$ cat src/rtl/fmul_pkg.sv
// Shared types, constants and helpers for the binary32 multiplier.
package fmul_pkg;

  localparam int          EXP_BIAS = 127;
  localparam logic [7:0]  EXP_MAX  = 8'hFF;
  localparam logic [31:0] QNAN     = 32'h7FC00000;
  localparam logic [31:0] POS_INF  = 32'h7F800000;

  typedef struct packed {
    logic        sign;
    logic [7:0]  exp;
    logic [22:0] frac;
  } fp32_t;

  typedef enum logic [2:0] {ZERO, SUB, NORM, INF, NAN} fp_class_t;

  function automatic fp_class_t classify(input fp32_t x);
    if (x.exp == EXP_MAX) return (x.frac != 23'd0) ? NAN : INF;
    if (x.exp == 8'd0)    return (x.frac != 23'd0) ? SUB : ZERO;
    return NORM;
  endfunction

  // Leading-zero count of a 24-bit significand; the last hit in the scan is the top set bit.
  function automatic logic [4:0] lzc24(input logic [23:0] m);
    logic [4:0] n;
    n = 5'd24;
    for (int i = 0; i < 24; i++) begin
      if (m[i]) n = 5'(23 - i);
    end
    return n;
  endfunction

endpackage

$ cat src/rtl/fmul_round_pack.sv
// Final stage: normalise the 48-bit significand product, round to nearest-even,
// resolve overflow/underflow and pack the binary32 result.
module fmul_round_pack
  import fmul_pkg::*;
(
  input  logic [47:0]       prod,
  input  logic signed [9:0] exp_in,
  input  logic              sign,
  input  logic              spec,
  input  logic [31:0]       spec_val,
  output logic [31:0]       result
);

  logic [47:0]       norm;
  logic signed [9:0] e;
  logic signed [9:0] e_final;
  logic              tiny;
  logic              lost;
  logic              guard;
  logic              sticky;
  logic              round_up;
  logic [23:0]       mant;
  logic [24:0]       rounded;
`ifdef FMUL_DENORM_EN
  logic [9:0]        shamt;
`endif

  always_comb begin
    norm = prod[47] ? prod : {prod[46:0], 1'b0};
    e    = exp_in + (prod[47] ? 10'sd1 : 10'sd0);
    tiny = 1'b0;
    lost = 1'b0;
`ifdef FMUL_DENORM_EN
    shamt = '0;
    // Tiny results are denormalised before rounding; shifted-out bits feed sticky.
    if (e <= 10'sd0) begin
      tiny  = 1'b1;
      shamt = 10'(10'sd1 - e);
      lost  = |(norm & ~({48{1'b1}} << shamt));
      norm  = norm >> shamt;
    end
`endif
    mant     = norm[47:24];
    guard    = norm[23];
    sticky   = (|norm[22:0]) | lost;
    round_up = guard & (sticky | mant[0]);
    rounded  = {1'b0, mant} + {24'b0, round_up};
    e_final  = e + $signed({9'b0, rounded[24]});

    if (spec)
      result = spec_val;
    else if (tiny)
      result = {sign, 7'b0, rounded[23:0]};
    else if (e_final >= 10'sd255)
      result = {sign, POS_INF[30:0]};
    else if (e_final <= 10'sd0)
      result = {sign, 31'b0};
    else
      result = {sign, e_final[7:0], rounded[24] ? rounded[23:1] : rounded[22:0]};
  end

endmodule

$ cat src/rtl/float_mul.sv
// Three-stage pipelined binary32 multiplier with round-to-nearest-even.
// Define FMUL_DENORM_EN to keep subnormal operands/results instead of flushing to zero.
module float_mul
  import fmul_pkg::*;
#(
  parameter int LATENCY = 3
) (
  input  logic        clk,
  input  logic        rst,
  input  logic [31:0] num1,
  input  logic [31:0] num2,
  output logic [31:0] out
);

  if (LATENCY != 3) begin : g_bad_latency
    $error("float_mul: LATENCY is fixed at 3");
  end

  logic [1:0][31:0] ops;
  logic [1:0]       op_nan;
  logic [1:0]       op_inf;
  logic [1:0]       op_zero;
  logic [1:0][23:0] op_sig;
  logic [1:0][9:0]  op_exp;

  assign ops = {num2, num1};

  for (genvar gi = 0; gi < 2; gi++) begin : g_unpack
    fp32_t             x;
    fp_class_t         cls;
    logic [23:0]       sig;
    logic signed [9:0] exp_eff;

    assign x   = ops[gi];
    assign cls = classify(x);

    always_comb begin
`ifdef FMUL_DENORM_EN
      // Subnormals: hidden bit 0, exponent 1, then left-normalise so S2 sees bit 23 set.
      if (cls == SUB) begin
        sig     = {1'b0, x.frac} << lzc24({1'b0, x.frac});
        exp_eff = 10'sd1 - $signed({5'b0, lzc24({1'b0, x.frac})});
      end else begin
        sig     = {1'b1, x.frac};
        exp_eff = $signed({2'b0, x.exp});
      end
`else
      sig     = {1'b1, x.frac};
      exp_eff = $signed({2'b0, x.exp});
`endif
    end

    assign op_nan[gi] = (cls == NAN);
    assign op_inf[gi] = (cls == INF);
`ifdef FMUL_DENORM_EN
    assign op_zero[gi] = (cls == ZERO);
`else
    assign op_zero[gi] = (cls == ZERO) || (cls == SUB);
`endif
    assign op_sig[gi] = sig;
    assign op_exp[gi] = exp_eff;
  end

  logic              sign;
  logic              spec;
  logic [31:0]       spec_val;
  logic signed [9:0] exp_sum;

  always_comb begin
    sign     = num1[31] ^ num2[31];
    spec     = 1'b1;
    spec_val = QNAN;
    if (|op_nan)
      spec_val = QNAN;
    else if ((op_inf[0] & op_zero[1]) | (op_inf[1] & op_zero[0]))
      spec_val = QNAN;
    else if (|op_inf)
      spec_val = {sign, POS_INF[30:0]};
    else if (|op_zero)
      spec_val = {sign, 31'b0};
    else begin
      spec     = 1'b0;
      spec_val = '0;
    end
    exp_sum = $signed(op_exp[0]) + $signed(op_exp[1]) - $signed(10'(EXP_BIAS));
  end

  logic              s1_sign_reg;
  logic              s1_spec_reg;
  logic [31:0]       s1_spec_val_reg;
  logic signed [9:0] s1_exp_reg;
  logic [23:0]       s1_sig_a_reg;
  logic [23:0]       s1_sig_b_reg;

  logic              s2_sign_reg;
  logic              s2_spec_reg;
  logic [31:0]       s2_spec_val_reg;
  logic signed [9:0] s2_exp_reg;
  logic [47:0]       s2_prod_reg;

  logic [31:0]       packed_result;

  fmul_round_pack u_round_pack (
    .prod     (s2_prod_reg),
    .exp_in   (s2_exp_reg),
    .sign     (s2_sign_reg),
    .spec     (s2_spec_reg),
    .spec_val (s2_spec_val_reg),
    .result   (packed_result)
  );

  always_ff @(posedge clk) begin
    if (rst) begin
      s1_sign_reg     <= 1'b0;
      s1_spec_reg     <= 1'b0;
      s1_spec_val_reg <= '0;
      s1_exp_reg      <= '0;
      s1_sig_a_reg    <= '0;
      s1_sig_b_reg    <= '0;
      s2_sign_reg     <= 1'b0;
      s2_spec_reg     <= 1'b0;
      s2_spec_val_reg <= '0;
      s2_exp_reg      <= '0;
      s2_prod_reg     <= '0;
      out             <= '0;
    end else begin
      s1_sign_reg     <= sign;
      s1_spec_reg     <= spec;
      s1_spec_val_reg <= spec_val;
      s1_exp_reg      <= exp_sum;
      s1_sig_a_reg    <= op_sig[0];
      s1_sig_b_reg    <= op_sig[1];
      s2_sign_reg     <= s1_sign_reg;
      s2_spec_reg     <= s1_spec_reg;
      s2_spec_val_reg <= s1_spec_val_reg;
      s2_exp_reg      <= s1_exp_reg;
      s2_prod_reg     <= s1_sig_a_reg * s1_sig_b_reg;
      out             <= packed_result;
    end
  end

endmodule

$ cat config.mk
export PLATFORM = sky130hd
export DESIGN_NAME = float_mul
export DESIGN_NICKNAME = d
export VERILOG_FILES = /design/src/rtl/fmul_pkg.sv /design/src/rtl/fmul_round_pack.sv /design/src/rtl/float_mul.sv
export SDC_FILE = /design/constraint.sdc
export NUM_CORES = 2
export LEC_CHECK = 0
export CELL_PAD_IN_SITES_DETAIL_PLACEMENT = 0
export CELL_PAD_IN_SITES_GLOBAL_PLACEMENT = 1
export CORE_ASPECT_RATIO = 1.1
export CORE_MARGIN = 2
export CORE_UTILIZATION = 45
export CTS_CLUSTER_DIAMETER = 40
export DETAILED_ROUTE_END_ITERATION = 10
export GPL_ROUTABILITY_DRIVEN = 1
export GPL_TIMING_DRIVEN = 0
export PLACE_DENSITY_LB_ADDON = 0.12
export SYNTH_ARGS = -nofsm -noshare
export SYNTH_HDL_FRONTEND = slang
export SYNTH_SLANG_ARGS = --single-unit
$ cat constraint.sdc
create_clock -name clk -period 7.3 [get_ports clk]
set_clock_uncertainty 0.2 [all_clocks]
set_input_delay 1.46 -clock clk [delete_from_list [all_inputs] [get_ports clk]]
set_output_delay 1.46 -clock clk [all_outputs]
set_load 0.05 [all_outputs]
## Word-level counts from Yosys, hierarchy flattened

Index checks and enable logic that the tools add are counted.

| word-level totals | value |
|---|---|
| word-level logic and storage cells | 86 |
| input bits | 66 |
| output and inout bits | 32 |
| bits in registers | 216 |

| operators by class | value |
|---|---|
| reduce and logical (&&, ||, !) cells | 14 |
| equal/unequal tests | 8 |
| multipliers | 1 |
| bitwise operators | 6 |
| mux-type cells | 34 |
| add/subtract/negate cells | 5 |
| magnitude comparators | 2 |

Operators by type and width:

| kind | count |
|---|---|
| two-way mux 31 bit | 4 |
| two-way mux 32 bit | 3 |
| multiplier 24 x 24 -> 48 bit | 1 |
| two-way mux 24 bit | 2 |
| two-way mux 48 bit | 1 |
| nonzero test 23 bit | 2 |
| two-way mux 3 bit | 10 |
| adder 24 x 1 -> 25 bit | 1 |
| two-way mux 23 bit | 1 |
| OR reduction 23 bit | 1 |
| == test 8 bit (second input constant) | 2 |
| logical NOT 8 bit | 2 |
| two-way mux 1 bit | 13 |
| adder 10 bit | 1 |
| adder 10 x 2 -> 10 bit | 1 |
| greater-or-equal comparator 10 x 9 -> 1 bit (second input constant) | 1 |
| less-or-equal comparator 10 x 1 -> 1 bit (second input constant) | 1 |
| subtractor 9 x 7 -> 10 bit (second input constant) | 1 |
| adder 8 x 8 -> 9 bit | 1 |
| == test 3 x 1 -> 1 bit (second input constant) | 2 |
| == test 3 x 2 -> 1 bit (second input constant) | 2 |
| == test 3 bit (second input constant) | 2 |
| logical NOT 3 bit | 2 |
| OR reduction 2 bit | 3 |
| other kinds (6) | 10 |

## Depth between registers and ports, before layout

| logic depth | value |
|---|---|
| depth in word-level cells | 13 |
| gate-level depth with buffers | 25 |
| mapped depth without buffers | 24 |

## Cells and area by module

Synthesis repeated with hierarchy kept, for this count alone.

| unflattened totals | value |
|---|---|
| cell total of the unflattened synthesis | 2870 |
| area, all modules | 25539.5 um^2 |

Modules (own cells, without submodules):

| module | area an instance (um^2) | cells each | sequential area each (um^2) | times used |
|---|---|---|---|---|
| float_mul | 23635.2 | 2583 | 3143.0 | 1 |
| fmul_round_pack | 1904.3 | 287 | 0.0 | 1 |

## Worst setup path before layout

Ideal clock, no wire load.

| timing | value |
|---|---|
| path kind | reg2reg |
| start point | register s1_sig_b_reg[3] |
| end point | register s2_prod_reg[45] |
| path slack | 0.445 ns |
| path buffers | 1 |
| setup time | 0.121 ns |
| cell stages (with the launch flop) | 25 |
| arrival time | 6.534 ns |
| path through | dfxtp_1 clkbuf_1 nand2_1 fa_1 inv_1 fa_1 inv_1 fa_1 inv_1 fa_1 inv_1 fa_1 inv_1 fa_1 inv_1 fa_1 inv_1 ha_1 and3_1 a31oi_1 a211oi_1 nor4b_2 nor3_1 a41oi_1 mux2_2 |

| on the way | value |
|---|---|
| longest elaborated chain between the ends | 1 |

Ends and longest elaborated chain:

| item | line | source |
|---|---|---|
| from (decl) | float_mul.sv:93 | `logic [23:0] s1_sig_b_reg;` |
| from (signal assigned) | float_mul.sv:132 | `s1_sig_b_reg <= op_sig[1];` |
| multiplier 24 x 24 -> 48 bit | float_mul.sv:137 | `s2_prod_reg <= s1_sig_a_reg * s1_sig_b_reg;` |
| to (signal assigned) | float_mul.sv:137 |  |
| to (decl) | float_mul.sv:99 | `logic [47:0] s2_prod_reg;` |

Every way passes these cells.
A chain may end at the register's enable or synchronous reset.

## Worst setup path in the final report

| timing | value |
|---|---|
| start point | register s1_sig_b_reg[9] |
| end point | register s2_prod_reg[37] |

The elaborated chain is that of the path after synthesis.

==> impl_metrics.csv <==
group,metric,value,unit
floorplanning,coreArea,0.0551,sq mm
global_routing,grt_pass1_wl,125000,um
drt,postRouteAntennaNets,0,
synthesis,synth_ff_type,"dfxtp_1",
finish,register_area,0.00328,sq mm
clocking,htreeDepth,4,
drt,firstDrtPassIters,6,
floorplanning,num_rows,90,
power,p_clk_share,14.3,%
floorplanning,dieArea,0.0578,sq mm
clocking,clk_latency,0.46,ns
power,fin_total_pwr,6.71,mW
synthesis,yosysUniqueCellTypes,73,
finish,final_layout_size_suffix_gt1_share,10.5,%
synthesis,syn_nets,3543,
clocking,ctsHoldBuffers,0,
sta,slew_headroom,22.0,%
flow_run,drv_cap,0,
worst_setup_path,critPathMaxFanout,7,
worst_setup_path,worstPathArrival,7.31,ns
power,power.density,230,mW/mm^2
worst_setup_path,r2r_setup_slack,0.11,ns
worst_hold_path,hp-class,"reg -> reg",
global_routing,gr-usage-all-layers,29.4,%
sta,post-route-min-period,7.19,ns
placement,gp_congestion,0.965,
sta,fin_tns_setup,0,ns
placement,pre_cts_ws,-1.24,ns
finish,final_util,53.0,%
worst_setup_path,start_kind,"flip-flop",
power,pwr-share-seq,16.8,%
sta,fin_crit_sh,98.5,%
sta,finalMaxSlewViolations,0,
synthesis,synth_edf_count,0,
global_routing,gr-total-overflow,0,
sta,hold_viol_final,0,
sta,layout_setup_ws,0.112,ns
finish,syn2layout_area_growth,16.0,%
drt,via_per_inst,5.16,
floorplanning,start_util,45.7,%
clocking,clock-sinks,157,
sta,setup_violations,0,
finish,multi_input_area,0.0197,sq mm
power,ir_drop,0.224,mV
synthesis,netlist_area,0.0251,sq mm
sta,rsz0062_at_grt,"yes",
clocking,cts_tree,"done",
drt,drc,0,
synthesis,synth_warnings,0,
clocking,path_clk_slew,0.08,ns
placement,place_hpwl,68400,um
global_routing,grt_pass1_vias,20400,
finish,num-nets-final,3698,
power,p_sw_share,50.3,%
worst_setup_path,cp-end-kind,"flip-flop",
floorplanning,io_pins,98,
synthesis,asyncSetResetFlopFracSynth,0,%
synthesis,ys_ff_latch,157,
synthesis,avgSynthCellArea,8.97,sq um
sta,hold-worst-slack,0.235,ns
worst_setup_path,path_class,"reg -> reg",
global_routing,antenna_found_initial,2,
floorplanning,chipHeight,252,um
finish,nFillCells,5176,
sta,fmax,139,MHz
outcome,status,"finished, final reports clean",
clocking,cts-root-buf,"clkbuf_16",
power,power.switching,3.38,mW
drt,wirelength,82900,um
finish,largest_reg_flops,48,
global_routing,grt_start_max_net_pins,22,
synthesis,syn_inst,2802,
drt,drt_iter0_markers,1246,
synthesis,ys_seq_area_share,12.5,%
sta,tightestPinTransition,1.16,ns
floorplanning,die_x,229,um
clocking,clockBufferDepth,2,
drt,wl_per_cell,22.4,um
worst_setup_path,required,7.42,ns
clocking,numCtsBuffers,17,
drt,dr_total_vias,19100,
power,p_leak,13.8,nW
power,internal_power,3.33,mW
power,pwr-share-comb,68.9,%
placement,io_buffer_count,97,
[cells in the mapped netlist (3+ instances only)]
| cell | instances | area share (%) |
|---|---|---|
| a211oi_1 | 14 | 0.42 |
| a21o_1 | 22 | 0.66 |
| a21oi_1 | 70 | 1.4 |
| a31oi_1 | 7 | 0.17 |
| a41oi_1 | 3 | 0.10 |
| and2_1 | 293 | 7.3 |
| and3_1 | 10 | 0.25 |
| buf_2 | 7 | 0.14 |
| clkbuf_1 | 120 | 1.8 |
| dfxtp_1 | 157 | 12 |
| fa_1 | 484 | 39 |
| ha_1 | 191 | 9.5 |
| inv_1 | 572 | 8.5 |
| mux2_2 | 12 | 0.54 |
| mux2i_1 | 14 | 0.56 |
| nand2_1 | 348 | 5.2 |
| nand2b_1 | 4 | 0.099 |
| nand3_1 | 33 | 0.66 |
| nand3b_1 | 3 | 0.090 |
| nand4_1 | 20 | 0.50 |
| nor2_1 | 94 | 1.4 |
| nor2b_1 | 81 | 2.0 |
| nor3_1 | 24 | 0.48 |
| nor4_1 | 21 | 0.52 |
| o211ai_1 | 5 | 0.15 |
| o21a_1 | 14 | 0.42 |
| o21ai_0 | 26 | 0.52 |
| o21ai_1 | 4 | 0.080 |
| o21bai_1 | 9 | 0.27 |
| o221ai_1 | 3 | 0.10 |
| o31ai_1 | 4 | 0.12 |
| or2_2 | 3 | 0.075 |
| or3_1 | 5 | 0.12 |
| xnor2_1 | 36 | 1.3 |
| xor2_1 | 37 | 1.3 |
[worst paths after layout]
path / end / cells past startpoint / startpoint
min reg2reg: s2_exp_reg[2] / 1 / s1_exp_reg[2]
max reg2reg: s2_prod_reg[37] / 23 / s1_sig_b_reg[9]
min: s2_exp_reg[2] / 1 / s1_exp_reg[2]
max: s2_prod_reg[37] / 23 / s1_sig_b_reg[9]
[power by group through the flow]
stage | Sequential [mW] | Clock (mW) | Combinational [mW]
global route | 1.14 | 1.01 | 5.07
global placement | 1.14 | 0 | 4.00
detailed placement | 1.15 | 0 | 4.01
finish | 1.13 | 0.961 | 4.62
CTS | 1.13 | 0.978 | 4.20
floorplan | 1.17 | 0 | 2.68
[per-layer routing]
| metal | up-vias | global-route usage, % | wire, um |
|---|---|---|---|
| li1 | 8764 | - | - |
| met1 | 9542 | 37.5 | 34400 |
| met2 | 701 | 47.9 | 38800 |
| met3 | 130 | 6.71 | 6390 |
| met4 | 0 | 12.7 | 3250 |
| met5 | - | 0 | 0 |
[critical path: stages, from the launching register on]
cell and delay (ns):
dfxtp_4 0.52, buf_8 0.16, nand2_2 0.06, fa_1 0.54, fa_1 0.55, inv_1 0.05, fa_1 0.54, fa_2 0.64
fa_2 0.47, fa_1 0.52, inv_1 0.05, fa_2 0.60, inv_2 0.07, ha_4 0.31, buf_4 0.13, nand2_1 0.06
o21bai_1 0.23, a21oi_2 0.10, a211oi_2 0.28, nor4b_4 0.09, buf_4 0.15, o41ai_1 0.48, xnor2_1 0.17, nor2_1 0.05
[cells in the final DEF, fill, tap and decap left out, types with 19 or more instances in the layout]
cell type	netlist	layout
ha_1	191	179
clkbuf_1	120	24
nor2b_1	81	81
xnor2_1	36	36
buf_8	0	19
dfxtp_1	157	111
clkbuf_8	0	20
nor4_1	21	21
nand3_1	33	32
o21ai_0	26	22
nor3_1	24	21
dfxtp_4	0	32
inv_1	572	569
buf_4	0	52
nand2_1	348	344
a21oi_1	70	63
fa_1	484	478
a21o_1	22	22
clkdlybuf4s50_1	0	97
clkbuf_16	0	21
nor2_1	94	94
nand4_1	20	20
and2_1	293	293
xor2_1	37	37
[per-stage QoR]
| stage | cells | area, sq um |
|---|---|---|
| CTS | 3679 | 28500 |
| global placement | 3635 | 27000 |
| detailed placement | 3635 | 27000 |
| finish | 3708 | 29200 |
| global route | 3706 | 29200 |
| floorplan | 2802 | 25100 |
[final cells by class]
type / count / area share [%]
tap: 736 / 3.16
clock buffer: 17 / 1.46
sequential: 157 / 11.2
clock inverter: 15 / 0.755
buffer: 130 / 4.22
timing repair buffer: 136 / 4.39
inverter: 572 / 7.36
antenna: 2 / 0.0172
multi-input combinational: 1943 / 67.4
[cells by family after synthesis]
family	Yosys count	share of synthesized area, %
compound gates	208	5.54
buf+inv	702	10.5
simple gates	957	19.5
flops	157	12.5
xor+xnor	74	2.61
mux	29	1.26
fa+ha+maj	675	48.0
[repair_timing]
| item | CTS | global route |
|---|---|---|
| gates resized for setup | 287 | 170 |
| buffers inserted | 12 | 26 |
| setup endpoints to repair | 30 | 18 |
| gates cloned | 0 | 1 |
| pin swaps | 13 | 26 |
No activity file was read; power rests on OpenSTA's default activity.
